`src/rtl/lfsr_sat_counter.sv`:
```
// -----------------------------------------------------------------------------
// lfsr_sat_counter
//   Saturating up-counter with synchronous clear.
//   Ports:
//     clk   : clock
//     rst_n : synchronous active-low reset, zeroes the count
//     clear : synchronous clear, takes priority over inc
//     inc   : add one unless already at all-ones
//     count : current value (registered)
// -----------------------------------------------------------------------------
module lfsr_sat_counter #(
  parameter int CNT_W = 32
) (
  input  logic             clk,
  input  logic             rst_n,
  input  logic             clear,
  input  logic             inc,
  output logic [CNT_W-1:0] count
);

  always_ff @(posedge clk) begin
    if (!rst_n) begin
      count <= '0;
    end else if (clear) begin
      count <= '0;
    end else if (inc && (count != {CNT_W{1'b1}})) begin
      count <= count + CNT_W'(1);
    end
  end

endmodule

```
`config.mk`:
```
export PLATFORM = sky130hd
export DESIGN_NAME = lfsr_sat_counter
export DESIGN_NICKNAME = d
export VERILOG_FILES = /design/src/rtl/lfsr_sat_counter.sv
export SDC_FILE = /design/constraint.sdc
export NUM_CORES = 1
export LEC_CHECK = 0
export BUFFER_PORTS_ARGS = -buffer_cell sky130_fd_sc_hd__buf_2
export CAP_MARGIN = 20
export CORE_UTILIZATION = 50
export CTS_CLUSTER_SIZE = 24
export DETAILED_ROUTE_END_ITERATION = 6
export PLACE_DENSITY = 0.83
export SLEW_MARGIN = 5
export SYNTH_ARGS = -nofsm -noshare
export SYNTH_HDL_FRONTEND = slang
export SYNTH_SLANG_ARGS = --single-unit
```
`constraint.sdc`:
```
create_clock -name clk -period 2.23 [get_ports clk]
set_clock_uncertainty 0.05 [all_clocks]
set_input_delay 0.3345 -clock clk [delete_from_list [all_inputs] [get_ports clk]]
set_output_delay 0.3345 -clock clk [all_outputs]
set_load 0.02 [all_outputs]
```
==> reports/metrics.csv, run 1 <==
metric;value;unit
Area Growth Syn to Fin;20.5;%
maximum vdd drop;276;µV
initial antenna violation count;0;
leak pwr;0.000742;µW
1st-pass router iterations;4;
Port Buffers;35;
max-slew violations;0;
crit end category;register;
kind of critical path;reg -> reg;
largest register by flop count;count;
critical path peak fanout;5;
RSZ-0062 raised after global routing;yes;
status;complete, no violations;
Post-Syn Area;1670;µm²
clock period minus worst slack;2.08;ns
Mean Syn Cell Area;8.22;µm²
Seq pwr share;0.597;
max_cap viols;0;
Worst Hold Class;in -> reg;
Synth Instances;203;
total gr overflow;0;
Slew HR;0.692;
Seq cells post-synth;32;
dpl ws;0.110;ns
Worst EP required;2.40;ns
Core Area;3100;µm²
share of cells above drive strength 1;0.243;
final hold vios;0;
CTS H-tree depth;2;
commonest non-fill, non-tap cell in the layout;buf_2;
CP Data Arrival Time;2.26;ns
top flop regs;count (32);
final worst-path cycle share;0.935;
Die W;59.8;µm
via count of the first global-routing pass;1360;
# DRC;0;
max reg flops;32;
grt met1 use;0.306;
gpl congestion;0.870;
antenna-violating nets left;0;
Final Instance Area;2010;µm²
fmax;0.480;GHz
Sw Ratio;0.229;
met2 Use GR;0.344;
Tot GR Track Use;0.228;
first-pass GRT wire length;6160;µm
Comb pwr share;0.040;
Starting Density;0.538;
clock group share of total power;0.363;
clk slew on worst S/H paths;0.09;ns
row count;20;
Worst Max-Slew Pin Slew;0.461;ns
largest net degree at the start of global routing;31;
Via density;5.72;
Yosys cell types;40;
Non-Filler Instances;291;
register area;641;µm²
ANT cells;0;
DP HPWL;2760;µm
met3 track demand over resource;0.0606;
Net Count, Synth;208;
Int Pwr;741;µW
placed inst area;1940;µm²
Clock Path Buffers;2;
most frequent cells in the layout;buf_2 (35), dfxtp_1 (32), a21oi_1 (21);
CTS tree;yes;
Ys Warns;0;
Min Hold Slack;0.318;ns
Multi-input gate area;992;µm²
drt initial violations;83;
# setup viols final;0;
via count;1664;
GR peak layer;met2;
Inst Count DP;283;
Switch Pwr;220;µW
worst-skew pair later-pin latency;0.33;ns
number of buffers created by CTS;5;
postcts setup bufs;0;
final wirelength;3840;µm
Clock Sinks;32;
WL per Instance;13.2;µm
Die Ht;59.8;µm
CP startpoint kind;register;
clock root buffer;clkbuf_4;
# fillers;304;
sequential fraction of the synthesis area;0.384;
power per cell area;478;nW/µm²
final worst setup slack;0.145;ns
NumNets Final;251;
Die ar.;3570;µm²
IO Count;36;
==> layer usage <==
layer | up-vias | part of all wire | routed length, µm
met3 | 6 | 0.051 | 197
met2 | 37 | 0.45 | 1710
met5 | - | 0 | 0
met4 | 0 | 0.014 | 54
li1 | 858 | - | -
met1 | 763 | 0.49 | 1880
==> logic make-up after synthesis <==
| family | Yosys count | synth area share |
|---|---|---|
| DFF | 32 | 0.384 |
| muxes | 1 | 0.00600 |
| adders and majority gates | 1 | 0.00750 |
| xor gates and xnor gates | 9 | 0.0473 |
| AOI/OAI and AO/OA | 50 | 0.184 |
| buffers and inverters | 10 | 0.0263 |
| and+or+nand+nor | 100 | 0.345 |
==> final cells by class <==
type                    count  share of cell area
clock buffers               8              0.0293
inverters                   2             0.00374
multi-input cells         161               0.494
flip-flops and latches     32               0.319
well taps                  44              0.0274
repair buffers             44               0.127
==> final timing paths <==
kind	startpoint	to	slack [ns]	depth (start not counted)
setup / recovery	count[0]	count[20]	0.15	6
hold / removal	rst_n	count[5]	0.32	4
setup reg to reg	count[0]	count[20]	0.15	6
hold reg to reg	count[27]	count[27]	0.45	2
==> critical path, stage by stage, from the launching register on <==
cell and delay (ns):
dfxtp_1 0.42, ha_1 0.24, and3_1 0.27, nand4_1 0.24, a2111oi_1 0.52, xnor2_1 0.18, nor2_1 0.05
==> power groups by stage <==
stage	Combinational [µW]	Clock (µW)	Sequential [µW]
after detailed placement	38.5	0	587
after floorplan	24.6	0	589
after CTS	38.7	358	574
after global placement	38.7	0	587
after global routing	42.0	380	575
final	38.5	348	574
==> Yosys cell counts <==
master | instances | area [µm²]
dfxtp_1 | 32 | 641
inv_1 | 2 | 7.51
nand4b_1 | 1 | 8.76
nand2b_1 | 2 | 12.5
or4_4 | 1 | 11.3
o31ai_4 | 1 | 21.3
o31a_1 | 1 | 8.76
o211ai_1 | 1 | 7.51
nand3_2 | 1 | 10.0
a2111oi_0 | 2 | 17.5
and2_1 | 1 | 6.26
a31oi_1 | 1 | 6.26
or4_1 | 2 | 15.0
a211oi_1 | 3 | 22.5
o31ai_1 | 1 | 7.51
nor3_1 | 1 | 5.00
a41o_1 | 1 | 10.0
or3_1 | 15 | 93.8
xnor2_1 | 9 | 78.8
nand4_1 | 14 | 87.6
a21oi_1 | 21 | 105
mux2i_1 | 1 | 10.0
nor4_1 | 1 | 6.26
a31o_1 | 2 | 17.5
a21o_1 | 1 | 7.51
o21ai_1 | 10 | 50.1
nor3_2 | 2 | 20.0
nor2_1 | 16 | 60.1
ha_1 | 1 | 12.5
o21ai_0 | 5 | 25.0
clkbuf_1 | 5 | 18.8
and4_1 | 3 | 26.3
and3_1 | 9 | 56.3
nor4_2 | 2 | 25.0
or2_2 | 3 | 18.8
nand3_1 | 10 | 50.1
buf_4 | 1 | 7.51
nor2b_1 | 1 | 6.26
buf_2 | 2 | 10.0
nand2_1 | 15 | 56.3
==> stage by stage <==
stage	setup TNS [ns]	util	total power, µW
after floorplan	0	-	613
after global placement	0	0.626	626
after detailed placement	0	0.626	626
after CTS	0	0.645	971
after global routing	-0.0436	0.648	997
final	0	0.648	961
==> what timing repair did <==
item                       4_1_cts  5_1_grt
hold buffers                     0        0
resized for setup                0        3
hold endpoints to repair         0        0
setup endpoints to repair        0        4
Power figures use the tool's default switching activity.
==> run 2: changes to the inputs <==
Settings changed: ABC_AREA from default to 1, PLACE_DENSITY 0.83 to 0.81.
==> reports/metrics.csv, run 2 <==
metric;value;unit
most frequent cells in the layout;nand2_1 (88), nor2_1 (71), buf_2 (35);
commonest cells in the synthesized netlist;nand2_1 (88), nor2_1 (72), dfxtp_1 (32), inv_1 (32), nand3_1 (27);
IO Count;36;
Die Ht;66.3;µm
status;complete, but fails checks;
ANT cells;0;
max_cap viols;0;
Via density;5.00;
worst-skew pair later-pin latency;0.29;ns
Die ar.;4400;µm²
Final Instance Area;2340;µm²
clock period minus worst slack;1.85;ns
Slew HR;0.782;
critical path's largest stage delay;0.41;ns
slowest CP cell;dfxtp_1;
RSZ-0062 raised after global routing;no;
commonest non-fill, non-tap cell in the layout;nand2_1;
Ys Warns;0;
maximum vdd drop;305;µV
via count of the first global-routing pass;1927;
Mean Syn Cell Area;6.23;µm²
register area;641;µm²
Seq cells post-synth;32;
Worst EP required;2.36;ns
number of buffers created by CTS;5;
critical path peak fanout;25;
Worst Max-Slew Pin Slew;0.327;ns
share of cells above drive strength 1;0.193;
Tot GR Track Use;0.249;
Worst Hold Class;in -> reg;
Setup TNS Final;0;ns
Post-Syn Area;2070;µm²
final wirelength;4880;µm
crit-path cells;ha_1 > nand2_2 > nor2_4 > nand2_4 > nor2_4 > nand3_4 > nand2_2 > nand2_1 > nand2_1 > nor2_1;
dpl ws;0.399;ns
CP Data Arrival Time;1.98;ns
CTS tree;yes;
antenna-violating nets left;0;
row count;23;
leak pwr;0.000981;µW
clock root buffer;clkbuf_8;
Yosys top cell by area;dfxtp_1;
NumNets Final;372;
largest register by flop count;count;
# DRC;2;
WL per Instance;11.7;µm
crit end category;register;
top flop regs;count (32);
DP HPWL;3660;µm
drt initial violations;130;
Synth Instances;332;
Yosys cell types;27;
via count;2091;
placed inst area;2250;µm²
Multi-input gate area;1230;µm²
final worst setup slack;0.376;ns
failing checks;design-rule violations;
Starting Density;0.517;
CTS H-tree depth;2;
largest net degree at the start of global routing;30;
most frequent cell after synthesis;nand2_1;
CP startpoint kind;register;
clk slew on worst S/H paths;0.07;ns
fmax;0.539;GHz
initial antenna violation count;0;
Clock Sinks;32;
# setup viols final;0;
largest cells by area after synthesis;dfxtp_1 (31%), nand2_1 (16%), nor2_1 (13%);
gpl congestion;0.867;
Post-synth EDFFs;0;
final worst-path cycle share;0.832;
kind of critical path;reg -> reg;
postcts setup bufs;0;
Area Growth Syn to Fin;13.2;%
max-slew violations;0;
power per cell area;462;nW/µm²
sequential fraction of the synthesis area;0.310;
Die W;66.3;µm
post-synth top area share;0.310;
final hold vios;0;
# fillers;404;
first-pass GRT wire length;8360;µm
Post-CTS Resized;0;
FFs w/ async S/R, synth;0;
Port Buffers;35;
Clock Path Buffers;2;
cts hold-fix bufs;0;
Net Count, Synth;337;
1st-pass router iterations;6;
Core Area;4000;µm²
total gr overflow;0;
ys flop type;dfxtp_1;
max reg flops;32;
-- run 2: cell types whose count changed in the layout (fill, tap and decap cells not counted), moves of 7 or more --
cell     before  now
nand2_1      15   88
nor2_1       16   71
inv_1         2   32
nand3_1      10   27
or3_1        15    0
o21ai_1      10    0
and3_1        9    0
nand4_1      14    5
xnor2_1       9    0
nand2_2       0    8
buf_4         8    1
-- run 2: metrics by stage --
step,instances,util,total power [µW],hold slack [ns]
global placement,410,0.563,627,0.454
global route,418,0.586,1120,0.404
CTS,418,0.586,1090,0.383
detailed placement,410,0.563,628,0.457
floorplan,332,-,618,0.524
finish,418,0.586,1080,0.386
-- run 2: logic make-up after synthesis --
group           after synthesis  share of synthesized area
buf+inv                      43                     0.0949
xor+xnor                      2                    0.00847
fa+ha+maj                     1                    0.00604
simple gates                227                      0.514
compound gates               27                     0.0671
flops                        32                      0.310
-- run 2: routing by layer --
layer  share of wire  GRT usage
met5               0          0
met4          0.0070     0.0665
met3           0.046     0.0586
met2            0.44      0.408
met1            0.51      0.324
-- run 2: worst max-delay path: cells and delay by family (launching register included) --
kind,cells,cell delay [ns]
adders and majority gates,1,0.23
DFF,1,0.41
and+or+nand+nor,9,1.04
-- run 2: power breakdown --
part           switching [µW]  internal [µW]  total [µW]  leakage (µW)
clock network             217            252         468     0.0000455
logic                    25.8           12.9        38.7      0.000678
registers                2.65            573         576      0.000258
-- run 2: path summary, 6_finish.rpt --
path,endpoint,slack [ns],start,cells after the start
setup / recovery,count[2],0.38,count[0],10
hold / removal,count[6],0.39,inc,3
setup reg to reg,count[2],0.38,count[0],10
hold reg to reg,count[1],0.47,count[1],2
-- run 2: area by class of cell --
class	instances	area share
multi-input combinational	257	0.527
sequential	32	0.274
timing repair buffer	36	0.0780
inverter	35	0.0561
clock buffer	8	0.0385
tap	50	0.0267
